### src/rtl/mult_pkg.sv
// ============================================================================
// mult_pkg: shared types and defaults for the Booth multiply sequencer.
// Rev 1.0
// ============================================================================
`default_nettype none

package mult_pkg;

    localparam int c_WIDTH_DEFAULT = 32;
    localparam int c_CNT_W_DEFAULT = 6;

    typedef enum logic [1:0] {
        IDLE = 2'd0,
        RUN  = 2'd1,
        DONE = 2'd2
    } state_t;

    typedef enum logic [1:0] {
        OP_PASS = 2'd0,
        OP_ADD  = 2'd1,
        OP_SUB  = 2'd2
    } booth_op_t;

    function automatic booth_op_t booth_op(input logic [1:0] pair);
        case (pair)
            2'b01:   return OP_ADD;
            2'b10:   return OP_SUB;
            default: return OP_PASS;
        endcase
    endfunction

endpackage

`default_nettype wire

### src/rtl/booth_recode.sv
// ============================================================================
// booth_recode: radix-2 Booth recoding of P[1:0] into adder operand B / carry-in.
// Rev 1.0
// ============================================================================
`default_nettype none

module booth_recode
    import mult_pkg::*;
#(
    parameter int WIDTH = c_WIDTH_DEFAULT
) (
    input  logic [1:0]       i_p_low,
    input  logic [WIDTH-1:0] i_m,
    input  logic             i_en,
    output logic [WIDTH-1:0] o_add_b,
    output logic             o_add_cin
);

    booth_op_t w_op;

    always_comb begin
        w_op      = OP_PASS;
        o_add_b   = '0;
        o_add_cin = 1'b0;
        if (i_en) begin
            w_op = booth_op(i_p_low);
        end
        case (w_op)
            OP_ADD: o_add_b = i_m;
            OP_SUB: begin
                o_add_b   = ~i_m;
                o_add_cin = 1'b1;
            end
            default: begin
                o_add_b   = '0;
                o_add_cin = 1'b0;
            end
        endcase
    end

endmodule

`default_nettype wire

### src/rtl/booth_mult_ctrl.sv
// ============================================================================
// booth_mult_ctrl: radix-2 Booth signed multiply sequencer driving a shared
// external adder. Optional macro MULT_EXCEPTION_EN enables the overflow flag.
// Rev 1.0
// ============================================================================
`default_nettype none

module booth_mult_ctrl
    import mult_pkg::*;
#(
    parameter int WIDTH = c_WIDTH_DEFAULT,
    parameter int CNT_W = c_CNT_W_DEFAULT
) (
    input  logic             clock,
    input  logic             reset_n,
    input  logic             ctrl_MULT,
    input  logic [WIDTH-1:0] data_operandA,
    input  logic [WIDTH-1:0] data_operandB,
    output logic [WIDTH-1:0] add_a,
    output logic [WIDTH-1:0] add_b,
    output logic             add_cin,
    input  logic [WIDTH-1:0] add_sum,
    output logic [WIDTH-1:0] data_result,
    output logic             data_resultRDY,
    output logic             data_exception,
    output logic             busy
);

    state_t             r_state;
    state_t             w_state_nxt;
    logic [2*WIDTH:0]   r_p;
    logic [WIDTH-1:0]   r_m;
    logic [CNT_W-1:0]   r_count;
    logic               w_run;
    logic               w_ovf;
    logic               w_sign;

    always_ff @(posedge clock or negedge reset_n) begin
        if (!reset_n) begin
            r_state <= IDLE;
        end else begin
            r_state <= w_state_nxt;
        end
    end

    always_comb begin
        w_state_nxt    = r_state;
        w_run          = 1'b0;
        data_resultRDY = 1'b0;
        busy           = 1'b0;
        case (r_state)
            IDLE: begin
                if (ctrl_MULT) begin
                    w_state_nxt = RUN;
                end
            end
            RUN: begin
                w_run = 1'b1;
                busy  = 1'b1;
                if (r_count == CNT_W'(WIDTH - 1)) begin
                    w_state_nxt = DONE;
                end
            end
            DONE: begin
                data_resultRDY = 1'b1;
                busy           = 1'b1;
                w_state_nxt    = IDLE;
            end
            default: w_state_nxt = IDLE;
        endcase
    end

    // The adder is released to the ALU whenever no iteration is in progress.
    assign add_a = w_run ? r_p[2*WIDTH:WIDTH+1] : '0;

    booth_recode #(
        .WIDTH (WIDTH)
    ) u_recode (
        .i_p_low   (r_p[1:0]),
        .i_m       (r_m),
        .i_en      (w_run),
        .o_add_b   (add_b),
        .o_add_cin (add_cin)
    );

    // Recovering the true sign lets M = -2**(WIDTH-1) work on a WIDTH-bit adder.
    assign w_ovf  = (add_a[WIDTH-1] == add_b[WIDTH-1]) &&
                    (add_sum[WIDTH-1] != add_a[WIDTH-1]);
    assign w_sign = add_sum[WIDTH-1] ^ w_ovf;

    always_ff @(posedge clock or negedge reset_n) begin
        if (!reset_n) begin
            r_p     <= '0;
            r_m     <= '0;
            r_count <= '0;
        end else if (r_state == IDLE && ctrl_MULT) begin
            r_m     <= data_operandA;
            r_p     <= {{WIDTH{1'b0}}, data_operandB, 1'b0};
            r_count <= '0;
        end else if (w_run) begin
            r_p     <= {w_sign, add_sum, r_p[WIDTH:1]};
            r_count <= r_count + CNT_W'(1);
        end
    end

    assign data_result = r_p[WIDTH:1];

`ifdef MULT_EXCEPTION_EN
    assign data_exception = ~((&r_p[2*WIDTH:WIDTH]) | ~(|r_p[2*WIDTH:WIDTH]));
`else
    assign data_exception = 1'b0;
`endif

endmodule

`default_nettype wire
### config.mk
export PLATFORM = sky130hd
export DESIGN_NAME = booth_mult_ctrl
export DESIGN_NICKNAME = d
export VERILOG_FILES = /design/src/rtl/mult_pkg.sv /design/src/rtl/booth_recode.sv /design/src/rtl/booth_mult_ctrl.sv
export SDC_FILE = /design/constraint.sdc
export NUM_CORES = 1
export LEC_CHECK = 0
export CELL_PAD_IN_SITES_DETAIL_PLACEMENT = 1
export CELL_PAD_IN_SITES_GLOBAL_PLACEMENT = 2
export CORE_ASPECT_RATIO = 0.7
export CORE_MARGIN = 8
export CORE_UTILIZATION = 25
export DETAILED_ROUTE_END_ITERATION = 10
export PLACE_DENSITY = 0.85
export SLEW_MARGIN = 20
export SYNTH_ARGS = -nofsm -noshare
export SYNTH_HDL_FRONTEND = slang
export SYNTH_SLANG_ARGS = --single-unit
### constraint.sdc
create_clock -name clock -period 4.5 [get_ports clock]
set_input_delay 0.9 -clock clock [delete_from_list [all_inputs] [get_ports clock]]
set_output_delay 0.9 -clock clock [all_outputs]
set_load 0.02 [all_outputs]
* Yosys cells after proc, flatten, opt, wreduce, memory -nomap -nowiden
Cells that the tools add are included.
Storage, ports and cells: register bits 105, output and inout bits 100, word-level logic and storage cells 39
Operators by class: add/subtract/negate cells 1, equal/unequal tests 11, mux-type cells 15, bitwise logic cells 2, reductions and logical operators 6
Operator list (number):
- two-way mux 65 bit | 2
- case mux 32 bit (2 select lines) | 1
- two-way mux 32 bit | 1
- inverter 32 bit | 1
- two-way mux 6 bit | 2
- case mux 2 bit (2 select lines) | 2
- adder 6 x 1 -> 6 bit (second input constant) | 1
- == test 2 x 1 -> 1 bit (second input constant) | 3
- == test 2 bit (second input constant) | 3
- == test 6 x 5 -> 1 bit (second input constant) | 1
- two-way mux 2 bit | 3
- two-way mux 1 bit | 4
- inequality test 2 bit (second input constant) | 2
- logical AND 1 bit | 2
- zero test 2 bit | 1
- AND reduction 2 bit | 1
- nonzero test 2 bit | 1
- OR reduction 2 bit | 1
- == test 1 bit | 1
- inequality test 1 bit | 1
- XOR 1 bit | 1

* Longest topological paths before layout
depth after elaboration 10, gate-level depth with buffers 8

* Cells and area by module
A second synthesis with hierarchy kept.
Second synthesis, totals: cells, all modules 585, area total of the unflattened synthesis 6054.6 sq um
Modules (own cells, without submodules):
- booth_mult_ctrl | times used 1, cells an instance 500, area an instance 4967.3 sq um, seq. area each 2627.5 sq um
- booth_recode | times used 1, cells an instance 85, area an instance 1087.3 sq um, seq. area each 0.0 sq um

* Least setup slack after synthesis
No wires, ideal clock.
path type register -> output, start register r_state[1], end output add_b[0], arrival 1.449 ns, slack 2.151 ns, stages on the path, launching flop included 7, path buffers 2, cells stage by stage dfrtp_1 > inv_1 > ha_1 > buf_4 > nand3b_1 > buf_1 > o21ai_1
Between the ends: longest elaborated chain between the ends 5
Ends and longest elaborated chain:
- start, declared | RTL line booth_mult_ctrl.sv:29 | state_t r_state;
- start signal, assigned | RTL line booth_mult_ctrl.sv:42 | r_state <= w_state_nxt;
- == test 2 x 1 -> 1 bit (*) | RTL line booth_mult_ctrl.sv:51 | case (r_state)
- two-way mux 1 bit (*) | RTL line booth_mult_ctrl.sv:51
- two-way mux 2 bit (*) | RTL line booth_recode.sv:25 | if (i_en) begin
- == test 2 bit / == test 2 x 1 -> 1 bit (equally long branches) | RTL line booth_recode.sv:28 | case (w_op)
- case mux 32 bit (2 select lines) (*) | RTL line booth_recode.sv:28
- end, declared | RTL line booth_mult_ctrl.sv:20 | output logic [WIDTH-1:0] add_b,
Mark *: on every way between the ends. The rest lies on a longest branch, timed or not.

* Worst setup path in the final report
start register r_state[1], end output add_b[14]
The elaborated chain is that of the path after synthesis.

==> results.sh <==
export IMPL_initial_core_util_pct=25.5
export IMPL_viasPerCell=4.27
export IMPL_clock_path_buffers=2
export IMPL_syn_cell_area_um2=5280
export IMPL_drive_above_1_share_pct=4.01
export IMPL_first_pass_iters=4
export IMPL_min_delay_start="r_m[9]$_DFFE_PN0P_"
export IMPL_cap_violations=0
export IMPL_routed_wl_um=16200
export IMPL_busiest_layer="met2"
export IMPL_numClockSinks=105
export IMPL_worstSkewPairLatency_ns=0.35
export IMPL_cts_repair_resized=0
export IMPL_cts_made_buffers=9
export IMPL_worstPathArrival_ns=2.74
export IMPL_critical_path_slowest_cell="clkdlybuf4s50_1"
export IMPL_holdBufCountCts=0
export IMPL_synth_avg_cell_area_um2=9.27
export IMPL_ioPinCount=199
export IMPL_crit_required_ns=3.60
export IMPL_coreArea_um2=20800
export IMPL_min_to="r_m[9]$_DFFE_PN0P_"
export IMPL_worstPathCellList="inv_1 > ha_4 > nand3b_1 > buf_4 > o21ai_1 > clkdlybuf4s50_1"
export IMPL_ys_warn_count=0
export IMPL_die_w_um=190
export IMPL_finalCritPeriodShare_pct=81.0
export IMPL_run_status="finished clean"
export IMPL_critPathMaxStageDelay_ns=0.62
export IMPL_htree_levels=3
export IMPL_setup_viol=0
export IMPL_grt_pass1_vias=4426
export IMPL_drc_errors=0
export IMPL_whs_path_depth=2
export IMPL_globalplace_congestion=0.723
export IMPL_worstMarginPinSlew_ns=0.846
export IMPL_regToRegSetupSlack_ns=1.95
export IMPL_grt_util_met3_pct=5.92
export IMPL_fp_dieH_um=138
export IMPL_ys_types=28
export IMPL_synthCells=570
export IMPL_yosys_register_bits=105
export IMPL_dpl_cell_count=983
export IMPL_area_growth_pct=42.1
export IMPL_worstPathMaxFanout=15
export IMPL_drv_slew=0
export IMPL_rsz0062_at_grt="no"
export IMPL_cp_num_buf_inv=3
export IMPL_tns_ns=0
export IMPL_synth_seq_area_share_pct=49.7
export IMPL_final_cells=999
export IMPL_ant_nets=0
export IMPL_grt_met2_usage_pct=17.7
export IMPL_cp_top_family="buffers and inverters"
export IMPL_first_iter_violations=182
export IMPL_dr_total_vias=4268
export IMPL_met1_usage_pct=16.2
export IMPL_detailed_place_hpwl_um=11800
export IMPL_cts_tree="built"
export IMPL_grt_max_degree=80
export IMPL_gr_usage_all_layers_pct=12.2
export IMPL_hold_viol=0
export IMPL_r2r_end="r_p[6]$_DFFE_PN0P_"
export IMPL_leakagePower_nw=3.25
export IMPL_die_area_um2=26100
export IMPL_postCtsSetupBuffers=0
export IMPL_wl_per_cell_um=16.2
export IMPL_fin_worst_skew_ns=0.0101
export IMPL_grt_pass1_wl_um=25400
export IMPL_vdd_drop_max_mv=0.271
export IMPL_endpoint_kind="primary output"
export IMPL_nets=823
export IMPL_antenna_cells=0
export IMPL_grt_ovfl_total=0
export IMPL_ff2ff_path_depth=6
export IMPL_whs_ns=0.503
export IMPL_power_density_nw_per_um2=664
export IMPL_antenna_found_initial=0
export IMPL_max_freq_ghz=0.274
export IMPL_clkTransAtPathRegs_ns=0.07
export IMPL_fin_crit_ns=3.64
export IMPL_std_cell_rows=44
export IMPL_regToRegStartpoint="r_state[1]$_DFFE_PN0P_"
export IMPL_port_buffers=197
export IMPL_root_buffer="clkbuf_16"
export IMPL_hold_class="reg2reg"
export IMPL_relSlewSlack_pct=43.6
export IMPL_syn_nets=675
export IMPL_cp_start_kind="flop"
export IMPL_critPathKind="reg2out"
[worst max path at each step]
stage                                start         to  slack [ns]  cells past startpoint
floorplan           r_state[1]$_DFFE_PN0P_   add_b[0]        2.15                      6
global placement    r_state[1]$_DFFE_PN0P_   add_b[3]        1.23                      6
detailed placement  r_state[1]$_DFFE_PN0P_  add_b[14]        1.17                      6
CTS                 r_state[1]$_DFFE_PN0P_  add_b[14]        0.77                      6
global route        r_state[1]$_DFFE_PN0P_  add_b[14]        0.65                      6
finish              r_state[1]$_DFFE_PN0P_  add_b[14]        0.86                      6
[metal layers]
| layer | vias up | share of wire, % |
|---|---|---|
| li1 | 2103 | - |
| met1 | 2025 | 48 |
| met2 | 130 | 42 |
| met3 | 10 | 9.9 |
| met4 | 0 | 0.77 |
| met5 | - | 0 |
[tightest hold or removal path, stage by stage (launching register included)]
cell     delay (ns)
dfrtp_1        0.37
nand2_1        0.06
nand2_1        0.05
[synthesized netlist by cell type (all sizes together)]
| cell | number | area share, % |
|---|---|---|
| nand3b | 1 | 0.14 |
| clkbuf | 6 | 0.43 |
| a21boi | 1 | 0.14 |
| buf | 64 | 8.5 |
| or3 | 1 | 0.12 |
| nor2b | 2 | 0.24 |
| nand4 | 3 | 0.47 |
| mux2 | 2 | 0.43 |
| a21oi | 3 | 0.28 |
| mux2i | 65 | 12 |
| inv | 4 | 0.28 |
| nor3 | 1 | 0.095 |
| nand2b | 1 | 0.12 |
| nor3b | 1 | 0.14 |
| xnor2 | 1 | 0.17 |
| xor2 | 3 | 0.50 |
| nor2 | 37 | 2.6 |
| conb | 1 | 0.071 |
| ha | 6 | 1.4 |
| o21ai | 66 | 6.3 |
| nand2 | 162 | 12 |
| dfrtp | 105 | 50 |
| and2 | 34 | 4.0 |
[flip-flops by register name, summed over array words and instances, names as in the netlist]
| signal | count |
|---|---|
| r_count | 6 |
| r_m | 32 |
| r_p | 65 |
| r_state | 2 |
[per-stage QoR]
| stage | setup WS [ns] | utilization [%] | instance area (µm²) | power [W] |
|---|---|---|---|---|
| finish | 0.857 | 36.2 | 7510 | 0.00498 |
| global route | 0.651 | 36.2 | 7510 | 0.00537 |
| CTS | 0.771 | 36.2 | 7510 | 0.00510 |
| detailed placement | 1.17 | 34.8 | 7220 | 0.00427 |
| global placement | 1.23 | 34.8 | 7220 | 0.00421 |
| floorplan | 2.15 | - | 5280 | 0.00340 |
[cell families (layout without fill, tap and decap cells)]
family | count (synthesis) | after routing | share of synthesized area, %
compound gates | 70 | 70 | 6.68
xor+xnor | 4 | 4 | 0.663
fa+ha+maj | 6 | 6 | 1.42
buf+inv | 74 | 227 | 9.19
flops | 105 | 105 | 49.7
mux | 67 | 67 | 12.7
other cells | 1 | 1 | 0.0710
simple gates | 243 | 243 | 19.5
[cell type report]
cell class	count	area, µm²
timing repair buffer	207	2040
fill	2412	13200
tap	276	345
inverter	4	15.0
clock buffer	12	256
sequential	105	2630
clock inverter	4	35.0
multi-input combinational	391	2180
[report_power, final]
| part | total (W) | switching [W] | internal [W] |
|---|---|---|---|
| Sequential | 0.00169 | 0.000317 | 0.00137 |
| Combinational | 0.00251 | 0.00136 | 0.00114 |
| Clock | 0.000789 | 0.000376 | 0.000413 |
| Total | 0.00498 | 0.00206 | 0.00293 |
[cells in the final DEF (no fill, tap or decap), drive strengths merged]
cell type / Yosys / final
nor3: 1 / 1
xnor2: 1 / 1
nor3b: 1 / 1
or3: 1 / 1
inv: 4 / 6
o21ai: 66 / 66
clkbuf: 6 / 12
nand2b: 1 / 1
dfrtp: 105 / 105
a21oi: 3 / 3
a21boi: 1 / 1
nor2: 37 / 37
nand4: 3 / 3
mux2: 2 / 2
mux2i: 65 / 65
nor2b: 2 / 2
ha: 6 / 6
and2: 34 / 34
clkdlybuf4s50: 0 / 196
buf: 64 / 11
xor2: 3 / 3
clkinv: 0 / 2
nand2: 162 / 162
nand3b: 1 / 1
conb: 1 / 1
Note: power is estimated with default switching activity, not from simulation.
==> variant (same flow settings) <==
Add a define of `MULT_EXCEPTION_EN`.
--- a/src/rtl/booth_mult_ctrl.sv
+++ b/src/rtl/booth_mult_ctrl.sv
@@ -6,2 +6,4 @@
 `default_nettype none
+
+`define MULT_EXCEPTION_EN
 
Behaviour: not the same (Yosys sat finds a counterexample within 4 cycles, from zero or initial values and one cycle with reset_n low).
==> variant against the original RTL <==
  * Non-clock buffer count down 2
  * Routed wire length up 8.0%
  * Design area up 2.3%
  * Total power up 3.9%
  * Setup slack worse by 58 ps
  * Count of clock-buffer cells in the layout down 1
  * Hold slack worse by 8.2 ps
  * Synthesized area up 2.9%
  * Sequential cell count unchanged
==> variant: results (changes against the original RTL) <==
----------------------------------------------------
[Run status]
  Run status ... complete, no violations

[Setup path]
  Worst-path fanout max ... 33 (+18)
  Depth of the worst register-to-register path ... 6 (unchanged)
  RR Startpoint ... r_state[1]
  Setup slack of the most critical reg-to-reg path ... 2260 ps (+310 ps)
  Critical register-to-register path endpoint ... r_state[0]
  Data arrival time at the worst-slack endpoint ... 2800 ps (+60 ps)

[Power]
  Sw Pwr ... 2173 uW (+5.7%)
  Cell leakage power ... 0.003285 uW (+1.0%)
  Peak supply drop ... 0.0002344 V (-14%)

[GRT]
  Global-route usage over all layers ... 12.86% (+0.61 points)
  Total overflow reported by the global router ... 0 (unchanged)
  Antenna violations before repair ... 0 (unchanged)
  Largest net degree at the start of global routing ... 79 (-1.3%)
  Global-route wire length before repair ... 27.44 mm (+7.9%)
  Number of global-route vias before repair ... 4801 (+8.5%)

[Logic synthesis]
  Sequential share of the synthesized area ... 48.35% (-1.4 points)
  Unique cell type count in the Yosys netlist ... 30 (+7.1%)
  XOR/XNOR Fraction of Synth Area ... 0.6447% (-0.018 points)
  Synth warn ... 0 (unchanged)
  Compound-Gate Fraction of Synth Area ... 6.862% (+0.18 points)
  Post-synthesis adder-cell area fraction ... 1.382% (-0.040 points)
  Net count after synthesis ... 693 (+2.7%)
  Top area cells in the synthesized netlist ... sky130_fd_sc_hd__dfrtp_1, sky130_fd_sc_hd__mux2i_1, sky130_fd_sc_hd__nand2_1
  Post-synthesis mux area share ... 12.39% (-0.36 points)
  Most frequent cells after synthesis ... sky130_fd_sc_hd__nand2_1, sky130_fd_sc_hd__dfrtp_1, sky130_fd_sc_hd__mux2i_1

[Route]
  Vias per cell ... 4.399 (+3.0%)
  First DRT Iteration DRCs ... 188 (+3.3%)
  Overall routed net length ... 17.48 mm (+8.0%)

[Clock tree]
  Clock latency of the later-clocked register in the worst-skew pair ... 350 ps (about the same)
  Clock transition at the register clock pins on the worst setup and hold paths after CTS ... 70 ps (about the same)
  Max H-tree Level ... 3 (unchanged)
  Post-CTS setup-driven buffer insertion count ... 0 (unchanged)
  Number of buffers created by CTS ... 9 (unchanged)
  Maximum clock path buffer count ... 2 (unchanged)
  Library cell used as clock root buffer ... sky130_fd_sc_hd__clkbuf_16

[Final layout]
  Share of final-layout standard cells stronger than drive strength 1 ... 4.178% (+0.17 points)
  Number of fillers in the final layout ... 2451 (+1.6%)
  Number of diodes added for antenna fixing ... 0 (unchanged)
  Fin nets ... 842 (+2.3%)
  Biggest registers after layout ... r_p x65, r_m x32, r_count x6

[Timing]
  Layout Skew ... 12.64 ps (+2.513 ps)
  Worst slew margin relative to its limit ... 46.51% (+2.9 points)

[Place]
  Buffers added on ports ... 198 (+0.51%)
  Final weighted congestion in routability-driven placement ... 0.7623 (+5.4%)
  DPL Wire Length ... 12.88 mm (+9.3%)

[Worst hold path]
  Hold crit path type ... in -> async

----------------------------------------------------
[variant: stage by stage]
step | setup WS (ps) | cell area [sq um] | util (%) | hold slack (ps) | instances
finish | 798.2 | 7681 | 35.71 | 494.9 | 1024
global route | 509.0 | 7681 | 35.71 | 511.4 | 1024
CTS | 711.1 | 7681 | 35.71 | 496.7 | 1024
detailed placement | 1114 | 7377 | 34.30 | 494.5 | 1008
global placement | 1225 | 7377 | 34.30 | 485.6 | 1008
floorplan | 1988 | 5434 | - | 462.3 | 588
[variant: final cells by class]
type / count / area share [%]
Clock inverter: 5 / 0.7982
Sequential cell: 105 / 34.21
Inverter: 5 / 0.2443
Multi-Input combinational cell: 411 / 30.38
Timing Repair Buffer: 205 / 26.62
Tap cell: 282 / 4.594
Clock buffer: 11 / 3.160
[variant: power by group through the flow]
stage / sequential, uW / clock (uW) / combinational [uW]
2_1_floorplan: 1650 / 0 / 1870
3_3_place_gp: 1800 / 0 / 2560
3_5_place_dp: 1810 / 0 / 2610
4_1_cts: 1800 / 868 / 2610
5_1_grt: 1860 / 899 / 2810
6_report: 1800 / 827 / 2550
[variant: logic make-up after synthesis]
| logic type | count (synthesis) |
|---|---|
| AO/OA/AOI/OAI | 72 |
| XOR/XNOR | 4 |
| adder cells (fa/ha/maj) | 6 |
| buffers and inverters | 72 |
| flip-flops | 105 |
| multiplexers | 67 |
| AND/OR/NAND/NOR | 262 |
[variant: critical path, stage by stage, from the launching register on]
cell	delay, ps
sky130_fd_sc_hd__dfrtp_1	400
sky130_fd_sc_hd__inv_1	170
sky130_fd_sc_hd__ha_4	200
sky130_fd_sc_hd__nand3b_2	580
sky130_fd_sc_hd__o32ai_2	410
sky130_fd_sc_hd__clkdlybuf4s50_1	690
[variant: how the worst max path moves through the flow]
| stage | startpoint | to | slack, ps |
|---|---|---|---|
| 2_1_floorplan | r_state[1] | add_b[19] | 1990 |
| 3_3_place_gp | r_state[1] | add_b[24] | 1220 |
| 3_5_place_dp | r_state[1] | add_b[19] | 1110 |
| 4_1_cts | r_state[1] | add_b[19] | 710 |
| 5_1_grt | r_state[1] | add_b[24] | 510 |
| 6_report | r_state[1] | add_b[31] | 800 |
[variant: metal layers]
metal	global-route usage (%)	wire length, um	up-vias
li1	-	-	2205
met1	17.52	8385	2153
met2	18.48	7185	135
met3	5.667	1758	12
met4	2.646	146	0
met5	0	0	-
